**src/rtl/popcount_seq.sv**
```systemverilog
// Serial popcount: accepts a WIDTH-bit word, counts STEP bits per clock, returns the count.
// Optional abort input enabled by defining POPCOUNT_SEQ_ABORT_EN.
module popcount_seq #(
  parameter int WIDTH = 8,
  parameter int STEP  = 1,
  localparam int CW   = $clog2(WIDTH+1)
) (
  input  logic             clk,
  input  logic             rst_n,
`ifdef POPCOUNT_SEQ_ABORT_EN
  input  logic             abort,
`endif
  input  logic             in_valid,
  output logic             in_ready,
  input  logic [WIDTH-1:0] in_data,
  output logic             out_valid,
  input  logic             out_ready,
  output logic [CW-1:0]    out_count,
  output logic             busy
);

  localparam int BEATS = WIDTH / STEP;
  localparam int BW    = $clog2(BEATS + 1);

  localparam logic [1:0] S_IDLE  = 2'd0;
  localparam logic [1:0] S_COUNT = 2'd1;
  localparam logic [1:0] S_DONE  = 2'd2;

  if (WIDTH < 1) begin : g_bad_width
    $error("popcount_seq: WIDTH must be >= 1");
  end
  if (STEP < 1 || (WIDTH % STEP) != 0) begin : g_bad_step
    $error("popcount_seq: STEP must divide WIDTH exactly");
  end

  logic [1:0]       state_q, state_d;
  logic [WIDTH-1:0] shift_q, shift_d;
  logic [CW-1:0]    acc_q, acc_d;
  logic [BW-1:0]    beats_q, beats_d;
  logic [CW-1:0]    cnt_q, cnt_d;
  logic [CW-1:0]    pc, sum;

  always_comb begin
    pc = '0;
    for (int i = 0; i < STEP; i++) pc = pc + CW'(shift_q[i]);
    sum = acc_q + pc;

    state_d = state_q;
    shift_d = shift_q;
    acc_d   = acc_q;
    beats_d = beats_q;
    cnt_d   = cnt_q;
    case (state_q)
      S_IDLE: if (in_valid) begin
        shift_d = in_data;
        acc_d   = '0;
        beats_d = BW'(BEATS);
        state_d = S_COUNT;
      end
      S_COUNT: begin
        acc_d   = sum;
        shift_d = shift_q >> STEP;
        beats_d = beats_q - BW'(1);
        if (beats_q == BW'(1)) begin
          cnt_d   = sum;
          state_d = S_DONE;
        end
      end
      S_DONE: if (out_ready) state_d = S_IDLE;
      default: state_d = S_IDLE;
    endcase
`ifdef POPCOUNT_SEQ_ABORT_EN
    // Abort drops the in-flight word but leaves the last delivered count visible.
    if (abort && state_q != S_IDLE) begin
      state_d = S_IDLE;
      acc_d   = '0;
      beats_d = '0;
      cnt_d   = cnt_q;
    end
`endif
  end

  always_ff @(posedge clk or negedge rst_n) begin
    if (!rst_n) begin
      state_q <= S_IDLE;
      shift_q <= '0;
      acc_q   <= '0;
      beats_q <= '0;
      cnt_q   <= '0;
    end else begin
      state_q <= state_d;
      shift_q <= shift_d;
      acc_q   <= acc_d;
      beats_q <= beats_d;
      cnt_q   <= cnt_d;
    end
  end

  assign in_ready  = (state_q == S_IDLE);
  assign out_valid = (state_q == S_DONE);
  assign busy      = (state_q != S_IDLE);
  assign out_count = cnt_q;

endmodule

```
**config.mk**
```make
export PLATFORM = sky130hd
export DESIGN_NAME = popcount_seq
export DESIGN_NICKNAME = d
export VERILOG_FILES = /design/src/rtl/popcount_seq.sv
export SDC_FILE = /design/constraint.sdc
export NUM_CORES = 1
export LEC_CHECK = 0
export CAP_MARGIN = 20
export CORE_MARGIN = 8
export CORE_UTILIZATION = 50
export DETAILED_ROUTE_END_ITERATION = 6
export PLACE_DENSITY_LB_ADDON = 0.2
export SETUP_SLACK_MARGIN = 0.2
export SYNTH_ARGS = -nofsm -noshare
export SYNTH_HDL_FRONTEND = slang
export SYNTH_SLANG_ARGS = --single-unit
export TNS_END_PERCENT = 20
```
**constraint.sdc**
```tcl
create_clock -name clk -period 1.55 [get_ports clk]
set_input_delay 0.155 -clock clk [delete_from_list [all_inputs] [get_ports clk]]
set_output_delay 0.155 -clock clk [all_outputs]
set_load 0.005 [all_outputs]
```
==> flow_summary.html, run 1 <==
<table>
<tr><th>Metric</th><th>Value</th></tr>
<tr><th colspan="2">Final layout</th></tr>
<tr><td>Commonest cells after routing, fill and taps aside</td><td>22 x sky130_fd_sc_hd__dfrtp_1, 15 x sky130_fd_sc_hd__clkdlybuf4s50_1, 14 x sky130_fd_sc_hd__buf_4, 10 x sky130_fd_sc_hd__o21ai_1, 9 x sky130_fd_sc_hd__a21oi_1</td></tr>
<tr><td>Commonest non-fill, non-tap cell in the layout</td><td>sky130_fd_sc_hd__dfrtp_1</td></tr>
<tr><td>Sequential cell area</td><td>551 um2</td></tr>
<tr><td>Total non-filler cell area in the finished layout</td><td>1580 um2</td></tr>
<tr><td>Final Net Count</td><td>160</td></tr>
<tr><td>Number of fillers in the final layout</td><td>162</td></tr>
<tr><td>Final antenna diode count</td><td>0</td></tr>
<tr><td>Area of the multi-input gates</td><td>568 um2</td></tr>
<tr><td>Share of final-layout standard cells stronger than drive strength 1</td><td>0.308</td></tr>
<tr><td>Final core utilization</td><td>0.729</td></tr>
<tr><td>Area added between synthesis and finish</td><td>39.5%</td></tr>
<tr><th colspan="2">Detailed routing</th></tr>
<tr><td>Drt initial violations</td><td>11</td></tr>
<tr><td>Total wirelength of the detailed-routed design</td><td>2.65 mm</td></tr>
<tr><td>Number of detailed-route iterations in the first pass</td><td>4</td></tr>
<tr><td>Antenna Nets Post-Route</td><td>0</td></tr>
<tr><td>Via density</td><td>5.46</td></tr>
<tr><td>Post-detailed-route DRC marker count</td><td>0</td></tr>
<tr><td>Detail-routed net length per standard cell</td><td>15.5 um</td></tr>
<tr><td>Vias after detailed routing</td><td>933</td></tr>
<tr><th colspan="2">Critical path</th></tr>
<tr><td>Arr. time, crit path</td><td>1.67 ns</td></tr>
<tr><td>Endpoint required time on the critical path</td><td>1.76 ns</td></tr>
<tr><td>Cell count of the worst reg-to-reg path</td><td>6</td></tr>
<tr><td>Crit start category</td><td>register</td></tr>
<tr><td>Setup Crit Path Kind</td><td>reg2reg</td></tr>
<tr><td>Kind of end point of the critical path</td><td>register</td></tr>
<tr><td>Highest fanout seen on the critical path</td><td>5</td></tr>
<tr><th colspan="2">Clock tree</th></tr>
<tr><td>Num Clock Sinks</td><td>22</td></tr>
<tr><td>Clock tree root buffer cell</td><td>sky130_fd_sc_hd__clkbuf_4</td></tr>
<tr><td>TritonCTS clock tree</td><td>yes</td></tr>
<tr><td>Clock latency on the worst-skew pair</td><td>0.32 ns</td></tr>
<tr><td>Post-cts hold buffer count</td><td>0</td></tr>
<tr><td>Clock buffer count from CTS</td><td>3</td></tr>
<tr><td>Buffer levels on the longest clock path</td><td>2</td></tr>
<tr><td>H-tree depth reported by CTS</td><td>1</td></tr>
<tr><td>Clock slew seen by the registers of the worst setup and hold paths</td><td>0.13 ns</td></tr>
<tr><th colspan="2">Yosys</th></tr>
<tr><td>Synth async-reset ratio</td><td>1.00</td></tr>
<tr><td>Number of unique standard cell types used by synthesis</td><td>29</td></tr>
<tr><td>Count of warnings emitted by yosys</td><td>0</td></tr>
<tr><td>Sequential fraction of the synthesis area</td><td>0.486</td></tr>
<tr><td>Main synth FF type</td><td>sky130_fd_sc_hd__dfrtp_1</td></tr>
<tr><td>Seq cells post-synth</td><td>22</td></tr>
<tr><td>Synthesized netlist net count</td><td>121</td></tr>
<tr><td>Number of synthesized flops with an enable pin</td><td>0</td></tr>
<tr><td>Gate Count Post-Synth</td><td>105</td></tr>
<tr><td>Cell area after synthesis</td><td>1130 um2</td></tr>
<tr><td>Post-Syn Area per Cell</td><td>10.8 um2</td></tr>
<tr><th colspan="2">Die</th></tr>
<tr><td>Vertical die dimension</td><td>63.6 um</td></tr>
<tr><td>Starting Density</td><td>0.522</td></tr>
<tr><td>Core Area</td><td>2170 um2</td></tr>
<tr><td>Floorplan die area</td><td>4050 um2</td></tr>
<tr><td>Number of primary I/O pins</td><td>19</td></tr>
<tr><td>Die W</td><td>63.6 um</td></tr>
<tr><td>Placement row count</td><td>17</td></tr>
<tr><th colspan="2">STA</th></tr>
<tr><td>Maximum clock frequency</td><td>0.688 GHz</td></tr>
<tr><td>Worst clock skew on the final layout</td><td>0.0139 ns</td></tr>
<tr><td>Accumulated negative setup slack</td><td>0 ns</td></tr>
<tr><td>Tightest Pin Transition</td><td>0.345 ns</td></tr>
<tr><td>Tcrit/Tclk final</td><td>0.937</td></tr>
<tr><td>Count of endpoints failing setup in the final report</td><td>0</td></tr>
<tr><td>Minimum clock period after layout</td><td>1.45 ns</td></tr>
<tr><td>Hold Violations, Final</td><td>0</td></tr>
<tr><td>Max_slew headroom</td><td>0.768</td></tr>
<tr><td>Final setup slack of the worst path</td><td>0.0973 ns</td></tr>
<tr><td>Pins over their slew limit</td><td>0</td></tr>
<tr><td>Unrepaired setup endpoints after global routing</td><td>yes</td></tr>
<tr><th colspan="2">Job</th></tr>
<tr><td>Max_cap viols</td><td>0</td></tr>
<tr><th colspan="2">Global routing</th></tr>
<tr><td>Maximum number of pins on one net before global-route repair</td><td>23</td></tr>
<tr><td>Congestion Overflow GR</td><td>0</td></tr>
<tr><td>Number of global-route vias before repair</td><td>948</td></tr>
<tr><td>Initial antenna violation count</td><td>0</td></tr>
<tr><td>Combined global-route utilization of all metal layers</td><td>0.135</td></tr>
<tr><td>Wire length of the first global-routing pass</td><td>4.46 mm</td></tr>
<tr><th colspan="2">Power</th></tr>
<tr><td>Leakage power summed over all cells</td><td>0.000753 uW</td></tr>
<tr><td>Total power per unit cell area</td><td>1840 nW/um2</td></tr>
<tr><td>IR Drop Worst-Case VDD</td><td>1.08 mV</td></tr>
<tr><th colspan="2">Placed design</th></tr>
<tr><td>Worst-case setup slack after placement</td><td>0.162 ns</td></tr>
<tr><td>DP HPWL</td><td>1.70 mm</td></tr>
<tr><td>Post-place instance area</td><td>1390 um2</td></tr>
<tr><td>Count of port buffers added during placement</td><td>18</td></tr>
<tr><td>Final weighted congestion of routability-driven global placement</td><td>0.779</td></tr>
<tr><th colspan="2">Status</th></tr>
<tr><td>Run status</td><td>finished, final reports clean</td></tr>
<tr><th colspan="2">Min path</th></tr>
<tr><td>Class of the tightest hold or removal check</td><td>in2async</td></tr>
</table>
==> critical path: stages, from the launching register on <==
cell and delay (ns):
sky130_fd_sc_hd__dfrtp_1 0.42, sky130_fd_sc_hd__buf_6 0.13, sky130_fd_sc_hd__buf_6 0.11, sky130_fd_sc_hd__buf_4 0.14, sky130_fd_sc_hd__o21bai_4 0.19, sky130_fd_sc_hd__buf_6 0.14, sky130_fd_sc_hd__a22o_1 0.21
==> kinds of logic (layout without fill, tap and decap cells) <==
kind of cell               after synthesis  count (layout)  synth area share
AOI/OAI and AO/OA                       35              35             0.202
and+or+nand+nor                         28              28             0.151
DFF                                     22              22             0.486
buffers and inverters                   10              48            0.0463
muxes                                    5               5            0.0629
adders and majority gates                4               4            0.0442
xor gates and xnor gates                 1               1           0.00773
==> registers in the layout, summed over array words and instances (netlist names) <==
signal	flops
acc_q	4
beats_q	4
out_count	4
shift_q	8
state_q	2
==> path summary, 6_finish.rpt <==
kind,startpoint,slack (ns),endpoint
max in group asynchronous,rst_n,1.16,shift_q[4]
setup reg to reg,state_q[1],0.1,acc_q[1]
hold / removal,rst_n,0.15,beats_q[3]
setup / recovery,state_q[1],0.1,acc_q[1]
hold reg to reg,acc_q[0],0.53,acc_q[0]
min in group clk,out_ready,0.41,state_q[1]
==> repair_timing <==
item	in CTS	in global routing
pin swaps	1	3
endpoints found under the setup margin	9	26
gates cloned	0	0
gates resized for setup	20	8
setup buffers	8	4
==> area by class of cell <==
type | count | area share
Clock inverter | 1 | 0.0190
Sequential cell | 22 | 0.348
Clock buffer | 3 | 0.0142
Multi-Input combinational cell | 73 | 0.359
Tap cell | 28 | 0.0222
Timing Repair Buffer | 40 | 0.228
Inverter | 4 | 0.00949
==> report_power, final <==
| group | switching (uW) | total (uW) | leakage, uW | internal (uW) |
|---|---|---|---|---|
| clock | 184 | 446 | 0.0000279 | 262 |
| combinational | 613 | 1460 | 0.000444 | 846 |
| sequential | 206 | 1010 | 0.000282 | 802 |
| total | 1000 | 2910 | 0.000753 | 1910 |
==> through the flow <==
stage	instances	hold WS, ns	power (uW)
after global routing	171	0.184	3110
after CTS	167	0.171	2770
after floorplan	105	-0.141	1750
after global placement	155	0.492	2120
final	171	0.154	2910
after detailed placement	155	0.492	2160
==> per-layer routing <==
layer | track usage | share of wire
met2 | 0.228 | 0.50
met3 | 0.0336 | 0.051
met1 | 0.158 | 0.43
met4 | 0.0585 | 0.020
met5 | 0 | 0
==> synth_stat cells (2+ instances only) <==
cell type	count	area, um2
sky130_fd_sc_hd__nand3_1	2	10.0
sky130_fd_sc_hd__o21ai_1	10	50.1
sky130_fd_sc_hd__a21oi_1	9	45.0
sky130_fd_sc_hd__nand2_1	5	18.8
sky130_fd_sc_hd__inv_1	4	15.0
sky130_fd_sc_hd__a22oi_1	7	52.6
sky130_fd_sc_hd__buf_2	3	15.0
sky130_fd_sc_hd__nand2b_1	4	25.0
sky130_fd_sc_hd__dfrtp_1	22	551
sky130_fd_sc_hd__nor2b_1	10	62.6
sky130_fd_sc_hd__ha_1	4	50.1
sky130_fd_sc_hd__a22o_1	4	35.0
sky130_fd_sc_hd__o21ai_0	2	10.0
sky130_fd_sc_hd__mux2_4	4	60.1
No activity file was read; power rests on OpenSTA's default activity.
==> run 2, diff against run 1 <==
--- a/config.mk
+++ b/config.mk
@@ -10,7 +10,9 @@
 export CORE_UTILIZATION = 50
 export DETAILED_ROUTE_END_ITERATION = 6
 export PLACE_DENSITY_LB_ADDON = 0.2
+export RECOVER_POWER = 50
 export SETUP_SLACK_MARGIN = 0.2
+export SKIP_CTS_REPAIR_TIMING = 1
 export SYNTH_ARGS = -nofsm -noshare
 export SYNTH_HDL_FRONTEND = slang
 export SYNTH_SLANG_ARGS = --single-unit
==> run 2 against run 1 <==
Effect of this change: core utilization fell by 3.5 points; count of clock-buffer cells in the layout did not move; power fell by 7.8%; final cell count fell by 4.7%; global-route usage fell by 1.8 points; sequential power barely moved; sequential cell count did not move; via count fell by 4.9%; design area fell by 4.8%; maximum frequency rose by 1.3%; wire length fell by 11%; critical path depth fell by 1; critical path type unchanged; critical endpoint is now out_count[0]; highest routed layer unchanged.
==> flow_summary.html, run 2 (synthesized netlist as in run 1, its figures left out) <==
<table>
<tr><th>Metric</th><th>Value</th></tr>
<tr><th colspan="2">Status</th></tr>
<tr><td>Run status</td><td>finished, final reports clean</td></tr>
<tr><th colspan="2">Clock tree</th></tr>
<tr><td>H-tree depth reported by CTS</td><td>1</td></tr>
<tr><td>Buffer levels on the longest clock path</td><td>2</td></tr>
<tr><td>Clock tree root buffer cell</td><td>sky130_fd_sc_hd__clkbuf_4</td></tr>
<tr><td>Clock slew seen by the registers of the worst setup and hold paths</td><td>0.14 ns</td></tr>
<tr><td>TritonCTS clock tree</td><td>yes</td></tr>
<tr><td>Clock buffer count from CTS</td><td>3</td></tr>
<tr><td>Clock latency on the worst-skew pair</td><td>0.31 ns</td></tr>
<tr><td>Num Clock Sinks</td><td>22</td></tr>
<tr><th colspan="2">Power</th></tr>
<tr><td>Clock network fraction of total power</td><td>0.164</td></tr>
<tr><td>IR Drop Worst-Case VDD</td><td>1.11 mV</td></tr>
<tr><td>Switching share of total power</td><td>0.339</td></tr>
<tr><td>Internal power</td><td>1780 uW</td></tr>
<tr><td>Total power per unit cell area</td><td>1780 nW/um2</td></tr>
<tr><td>Net switching component of the power</td><td>911 uW</td></tr>
<tr><td>Proportion of power drawn by flip-flops and latches</td><td>0.375</td></tr>
<tr><td>Combinational fraction of design power</td><td>0.461</td></tr>
<tr><td>Leakage power summed over all cells</td><td>0.000734 uW</td></tr>
<tr><th colspan="2">STA</th></tr>
<tr><td>Final setup slack of the worst path</td><td>0.116 ns</td></tr>
<tr><td>Hold Violations, Final</td><td>0</td></tr>
<tr><td>Max_slew headroom</td><td>0.743</td></tr>
<tr><td>Maximum clock frequency</td><td>0.697 GHz</td></tr>
<tr><td>Tcrit/Tclk final</td><td>0.925</td></tr>
<tr><td>Worst clock skew on the final layout</td><td>0.0139 ns</td></tr>
<tr><td>Tightest Pin Transition</td><td>0.385 ns</td></tr>
<tr><td>Final hold slack</td><td>0.238 ns</td></tr>
<tr><td>Accumulated negative setup slack</td><td>0 ns</td></tr>
<tr><td>Count of endpoints failing setup in the final report</td><td>0</td></tr>
<tr><td>Unrepaired setup endpoints after global routing</td><td>yes</td></tr>
<tr><td>Minimum clock period after layout</td><td>1.43 ns</td></tr>
<tr><td>Pins over their slew limit</td><td>0</td></tr>
<tr><th colspan="2">Critical path</th></tr>
<tr><td>Highest fanout seen on the critical path</td><td>5</td></tr>
<tr><td>Critical R2R Launch</td><td>beats_q[1]</td></tr>
<tr><td>Crit start category</td><td>register</td></tr>
<tr><td>Setup slack of the worst register-to-register path</td><td>0.12 ns</td></tr>
<tr><td>Endpoint of the most critical register-to-register path</td><td>out_count[0]</td></tr>
<tr><td>Kind of end point of the critical path</td><td>register</td></tr>
<tr><td>Endpoint required time on the critical path</td><td>1.75 ns</td></tr>
<tr><td>Launching instance or port of the critical path</td><td>beats_q[1]</td></tr>
<tr><td>Setup Crit Path Kind</td><td>reg2reg</td></tr>
<tr><td>Arr. time, crit path</td><td>1.63 ns</td></tr>
<tr><td>Cell count of the worst reg-to-reg path</td><td>5</td></tr>
<tr><th colspan="2">Detailed routing</th></tr>
<tr><td>Via density</td><td>5.44</td></tr>
<tr><td>Total wirelength of the detailed-routed design</td><td>2.35 mm</td></tr>
<tr><td>Drt initial violations</td><td>20</td></tr>
<tr><td>Post-detailed-route DRC marker count</td><td>0</td></tr>
<tr><td>Vias after detailed routing</td><td>887</td></tr>
<tr><td>Detail-routed net length per standard cell</td><td>14.4 um</td></tr>
<tr><td>Number of detailed-route iterations in the first pass</td><td>4</td></tr>
<tr><td>Antenna Nets Post-Route</td><td>0</td></tr>
<tr><th colspan="2">Final layout</th></tr>
<tr><td>Number of fillers in the final layout</td><td>164</td></tr>
<tr><td>Non-filler instance count after layout</td><td>163</td></tr>
<tr><td>Final Net Count</td><td>152</td></tr>
<tr><td>Register name with the most flops</td><td>shift_q</td></tr>
<tr><td>Largest register FFs</td><td>8</td></tr>
<tr><td>Commonest non-fill, non-tap cell in the layout</td><td>sky130_fd_sc_hd__dfrtp_1</td></tr>
<tr><td>Commonest cells after routing, fill and taps aside</td><td>21 x sky130_fd_sc_hd__dfrtp_1, 14 x sky130_fd_sc_hd__clkdlybuf4s50_1, 13 x sky130_fd_sc_hd__buf_4, 10 x sky130_fd_sc_hd__nor2b_1, 10 x sky130_fd_sc_hd__o21ai_1</td></tr>
<tr><td>Area added between synthesis and finish</td><td>32.8%</td></tr>
<tr><td>Final antenna diode count</td><td>0</td></tr>
<tr><td>Share of final-layout standard cells stronger than drive strength 1</td><td>0.222</td></tr>
<tr><td>Final core utilization</td><td>0.694</td></tr>
<tr><th colspan="2">Global routing</th></tr>
<tr><td>Initial antenna violation count</td><td>0</td></tr>
<tr><td>Combined global-route utilization of all metal layers</td><td>0.117</td></tr>
<tr><td>Number of global-route vias before repair</td><td>865</td></tr>
<tr><td>Wire length of the first global-routing pass</td><td>3.95 mm</td></tr>
<tr><td>Maximum number of pins on one net before global-route repair</td><td>23</td></tr>
<tr><td>Congestion Overflow GR</td><td>0</td></tr>
<tr><th colspan="2">Placed design</th></tr>
<tr><td>Worst-case setup slack after placement</td><td>0.162 ns</td></tr>
<tr><td>Placed instance count</td><td>155</td></tr>
<tr><td>Count of port buffers added during placement</td><td>18</td></tr>
<tr><td>Final weighted congestion of routability-driven global placement</td><td>0.779</td></tr>
<tr><td>DP HPWL</td><td>1.70 mm</td></tr>
<tr><th colspan="2">Die</th></tr>
<tr><td>Floorplan die area</td><td>4050 um2</td></tr>
<tr><td>Starting Density</td><td>0.522</td></tr>
<tr><td>Die W</td><td>63.6 um</td></tr>
<tr><td>Vertical die dimension</td><td>63.6 um</td></tr>
<tr><td>Core Area</td><td>2170 um2</td></tr>
<tr><td>Placement row count</td><td>17</td></tr>
<tr><td>Number of primary I/O pins</td><td>19</td></tr>
<tr><th colspan="2">Min path</th></tr>
<tr><td>Class of the tightest hold or removal check</td><td>in2async</td></tr>
<tr><th colspan="2">Job</th></tr>
<tr><td>Max_cap viols</td><td>0</td></tr>
</table>
run 2: cell count changes in the layout (fill, tap and decap cells not counted), sizes merged:
cell           change
clkbuf             -1
dlygate4sd3        +1
clkdlybuf4s50      -1
buf               -10
dlymetal6s2s       +3
run 2: power groups by stage:
stage / logic (uW) / registers (uW) / clock network (uW)
2_1_floorplan: 794 / 954 / 0
3_3_place_gp: 1130 / 987 / 0
3_5_place_dp: 1160 / 999 / 0
4_1_cts: 1170 / 987 / 450
5_1_grt: 1390 / 1040 / 469
6_report: 1240 / 1010 / 441
run 2: worst max-delay path by stage:
stage                         to  slack (ns)  depth (start not counted)
CTS                     in_ready       -0.19                          3
floorplan           out_count[0]        0.25                          5
global route        out_count[3]        0.03                          5
detailed placement  out_count[3]        0.16                          5
global placement        in_ready        0.20                          3
finish              out_count[0]        0.12                          5
run 2: area by class of cell:
| type | instances | area (um2) | area share |
|---|---|---|---|
| multi-input combinational | 73 | 554 | 0.368 |
| clock buffer | 3 | 22.5 | 0.0150 |
| sequential | 22 | 552 | 0.367 |
| clock inverter | 1 | 30.0 | 0.0200 |
| timing repair buffer | 32 | 297 | 0.197 |
| tap | 28 | 35.0 | 0.0233 |
| inverter | 4 | 15.0 | 0.00998 |
run 2: metrics by stage:
step / area (um2) / power (uW)
global route: 1510 / 2900
detailed placement: 1390 / 2160
floorplan: 1130 / 1750
finish: 1510 / 2690
CTS: 1440 / 2610
global placement: 1390 / 2120
run 2: per-layer routing:
metal  vias up  wire (um)  global-route usage
met5         -          0                   0
met2        27       1170               0.186
li1        430          -                   -
met1       428       1030               0.148
met3         2        124              0.0318
met4         0         14              0.0418
run 2: worst max-delay path, stage by stage (launching register included):
cell and delay (ns):
sky130_fd_sc_hd__dfrtp_1 0.42, sky130_fd_sc_hd__inv_1 0.12, sky130_fd_sc_hd__ha_4 0.14, sky130_fd_sc_hd__nor3b_4 0.23, sky130_fd_sc_hd__nand2_4 0.11, sky130_fd_sc_hd__mux2_4 0.30
==> run 3, diff against run 2 <==
--- a/config.mk
+++ b/config.mk
@@ -7,7 +7,8 @@
 export LEC_CHECK = 0
 export CAP_MARGIN = 20
 export CORE_MARGIN = 8
-export CORE_UTILIZATION = 50
+export CORE_UTILIZATION = 40
+export CTS_CLUSTER_DIAMETER = 50
 export DETAILED_ROUTE_END_ITERATION = 6
 export PLACE_DENSITY_LB_ADDON = 0.2
 export RECOVER_POWER = 50
==> run 3 against run 2 <==
Effect of this change: combinational power shrank 7%; worst setup slack gained 0.042 ns; maximum frequency rose by 3.0%; critical endpoint unchanged; clock skew down 0.0052 ns.
==> flow_summary.html, run 3 (synthesized netlist as in run 1, its figures left out) <==
<table>
<tr><th>Metric</th><th>Value</th></tr>
<tr><th colspan="2">Final layout</th></tr>
<tr><td>Total non-filler cell area in the finished layout</td><td>1470 um2</td></tr>
<tr><td>Final antenna diode count</td><td>0</td></tr>
<tr><td>Final Net Count</td><td>145</td></tr>
<tr><td>Area of the multi-input gates</td><td>569 um2</td></tr>
<tr><td>Commonest non-fill, non-tap cell in the layout</td><td>sky130_fd_sc_hd__dfrtp_1</td></tr>
<tr><td>Commonest cells after routing, fill and taps aside</td><td>21 x sky130_fd_sc_hd__dfrtp_1, 10 x sky130_fd_sc_hd__o21ai_1, 10 x sky130_fd_sc_hd__clkdlybuf4s50_1, 9 x sky130_fd_sc_hd__nor2b_1, 9 x sky130_fd_sc_hd__a21oi_1</td></tr>
<tr><td>Share of final-layout standard cells stronger than drive strength 1</td><td>0.219</td></tr>
<tr><td>Sequential cell area</td><td>552 um2</td></tr>
<tr><td>Final core utilization</td><td>0.536</td></tr>
<tr><td>Register name with the most flops</td><td>shift_q</td></tr>
<tr><td>Largest register FFs</td><td>8</td></tr>
<tr><td>Number of fillers in the final layout</td><td>238</td></tr>
<tr><td>Area added between synthesis and finish</td><td>29.4%</td></tr>
<tr><th colspan="2">STA</th></tr>
<tr><td>Unrepaired setup endpoints after global routing</td><td>yes</td></tr>
<tr><td>Tightest Pin Transition</td><td>0.311 ns</td></tr>
<tr><td>Tcrit/Tclk final</td><td>0.898</td></tr>
<tr><td>Worst clock skew on the final layout</td><td>0.00869 ns</td></tr>
<tr><td>Max_slew headroom</td><td>0.792</td></tr>
<tr><td>Hold Violations, Final</td><td>0</td></tr>
<tr><td>Final hold slack</td><td>0.234 ns</td></tr>
<tr><td>Minimum clock period after layout</td><td>1.39 ns</td></tr>
<tr><td>Count of endpoints failing setup in the final report</td><td>0</td></tr>
<tr><td>Pins over their slew limit</td><td>0</td></tr>
<tr><td>Maximum clock frequency</td><td>0.718 GHz</td></tr>
<tr><th colspan="2">Clock tree</th></tr>
<tr><td>Clock slew seen by the registers of the worst setup and hold paths</td><td>0.13 ns</td></tr>
<tr><td>Buffer levels on the longest clock path</td><td>2</td></tr>
<tr><td>H-tree depth reported by CTS</td><td>1</td></tr>
<tr><td>Num Clock Sinks</td><td>22</td></tr>
<tr><td>Clock tree root buffer cell</td><td>sky130_fd_sc_hd__clkbuf_4</td></tr>
<tr><td>TritonCTS clock tree</td><td>yes</td></tr>
<tr><td>Clock buffer count from CTS</td><td>3</td></tr>
<tr><td>Clock latency on the worst-skew pair</td><td>0.31 ns</td></tr>
<tr><th colspan="2">Power</th></tr>
<tr><td>Total power consumption of the routed design</td><td>2610 uW</td></tr>
<tr><td>IR Drop Worst-Case VDD</td><td>1.09 mV</td></tr>
<tr><td>Total power per unit cell area</td><td>1780 nW/um2</td></tr>
<tr><td>Leakage power summed over all cells</td><td>0.000701 uW</td></tr>
<tr><th colspan="2">Global routing</th></tr>
<tr><td>Wire length of the first global-routing pass</td><td>3.98 mm</td></tr>
<tr><td>Number of global-route vias before repair</td><td>857</td></tr>
<tr><td>Combined global-route utilization of all metal layers</td><td>0.0966</td></tr>
<tr><td>Met2 usage</td><td>0.162</td></tr>
<tr><td>Met3 global-route usage</td><td>0.0372</td></tr>
<tr><td>Busiest layer in global routing</td><td>met2</td></tr>
<tr><td>GRT met1 Usage</td><td>0.116</td></tr>
<tr><td>Maximum number of pins on one net before global-route repair</td><td>23</td></tr>
<tr><td>Congestion Overflow GR</td><td>0</td></tr>
<tr><td>Initial antenna violation count</td><td>0</td></tr>
<tr><th colspan="2">Detailed routing</th></tr>
<tr><td>Number of detailed-route iterations in the first pass</td><td>4</td></tr>
<tr><td>Drt initial violations</td><td>33</td></tr>
<tr><td>Vias after detailed routing</td><td>837</td></tr>
<tr><td>Detail-routed net length per standard cell</td><td>14.5 um</td></tr>
<tr><td>Via density</td><td>5.26</td></tr>
<tr><td>Total wirelength of the detailed-routed design</td><td>2.30 mm</td></tr>
<tr><td>Post-detailed-route DRC marker count</td><td>0</td></tr>
<tr><td>Antenna Nets Post-Route</td><td>0</td></tr>
<tr><th colspan="2">Critical path</th></tr>
<tr><td>Endpoint required time on the critical path</td><td>1.77 ns</td></tr>
<tr><td>Critical Path Slowest Stage Cell</td><td>sky130_fd_sc_hd__dfrtp_1</td></tr>
<tr><td>Highest cell delay on the worst timing path</td><td>0.43 ns</td></tr>
<tr><td>Family of cells with the greatest summed delay on the critical path</td><td>flip-flops</td></tr>
<tr><td>Arr. time, crit path</td><td>1.61 ns</td></tr>
<tr><td>Kind of end point of the critical path</td><td>register</td></tr>
<tr><td>Setup Crit Path Kind</td><td>reg2reg</td></tr>
<tr><td>CP Buf/Inv Count</td><td>1</td></tr>
<tr><td>Ordered cell list for the critical path</td><td>inv_2 &gt; ha_4 &gt; nor3b_4 &gt; nand2_4 &gt; mux2_4</td></tr>
<tr><td>Crit start category</td><td>register</td></tr>
<tr><td>Highest fanout seen on the critical path</td><td>5</td></tr>
<tr><th colspan="2">Die</th></tr>
<tr><td>Die W</td><td>69.2 um</td></tr>
<tr><td>Number of primary I/O pins</td><td>19</td></tr>
<tr><td>Starting Density</td><td>0.415</td></tr>
<tr><td>Vertical die dimension</td><td>69.2 um</td></tr>
<tr><td>Floorplan die area</td><td>4790 um2</td></tr>
<tr><td>Core Area</td><td>2730 um2</td></tr>
<tr><td>Placement row count</td><td>19</td></tr>
<tr><th colspan="2">Placed design</th></tr>
<tr><td>Final weighted congestion of routability-driven global placement</td><td>0.770</td></tr>
<tr><td>DP HPWL</td><td>1.62 mm</td></tr>
<tr><td>Post-place instance area</td><td>1350 um2</td></tr>
<tr><td>Count of port buffers added during placement</td><td>18</td></tr>
<tr><th colspan="2">Min path</th></tr>
<tr><td>Class of the tightest hold or removal check</td><td>in2async</td></tr>
<tr><th colspan="2">Status</th></tr>
<tr><td>Run status</td><td>finished, final reports clean</td></tr>
<tr><th colspan="2">Job</th></tr>
<tr><td>Max_cap viols</td><td>0</td></tr>
</table>
[run 3: changes by cell type in the layout (fill, tap and decap cells not counted), sizes merged]
cell | before | now
clkdlybuf4s25 | 0 | 3
buf | 14 | 7
clkdlybuf4s50 | 14 | 10
dlymetal6s2s | 3 | 2
clkbuf | 3 | 5
[run 3: worst reg2reg max path, stage by stage, from the launching register on]
cell                      delay [ns]
sky130_fd_sc_hd__dfrtp_1        0.43
sky130_fd_sc_hd__inv_2          0.09
sky130_fd_sc_hd__ha_4           0.12
sky130_fd_sc_hd__nor3b_4        0.23
sky130_fd_sc_hd__nand2_4        0.12
sky130_fd_sc_hd__mux2_4         0.31
[run 3: cell type report]
class	instances	area share
clock buffer	3	0.0154
clock inverter	1	0.0205
inverter	4	0.0102
multi-input combinational	73	0.388
sequential	22	0.376
tap	31	0.0265
timing repair buffer	25	0.163
[run 3: power breakdown]
group	internal (uW)	switching [uW]	total, uW
clock network	261	187	448
registers	804	210	1010
logic	637	515	1150
[run 3: worst paths after layout]
| check | from | endpoint | slack, ns | depth (start not counted) |
|---|---|---|---|---|
| max | beats_q[1] | out_count[0] | 0.16 | 5 |
| max in group asynchronous | rst_n | beats_q[0] | 1.08 | 2 |
| min reg2reg | out_count[1] | out_count[1] | 0.53 | 1 |
| min in group clk | out_ready | state_q[1] | 0.38 | 2 |
| min | rst_n | state_q[1] | 0.23 | 2 |
| max reg2reg | beats_q[1] | out_count[0] | 0.16 | 5 |
[run 3: per-layer routing]
layer,share of wire,vias up
met4,0.0069,0
met5,0,-
met2,0.48,20
li1,-,421
met1,0.48,394
met3,0.036,2
[run 3: through the flow]
| stage | setup slack [ns] | TNS [ns] | instances |
|---|---|---|---|
| final | 0.158 | 0 | 159 |
| after global routing | 0.0880 | 0 | 159 |
| after global placement | 0.126 | 0 | 153 |
| after detailed placement | 0.119 | 0 | 153 |
| after floorplan | 0.251 | 0 | 105 |
| after CTS | -0.172 | -0.346 | 157 |
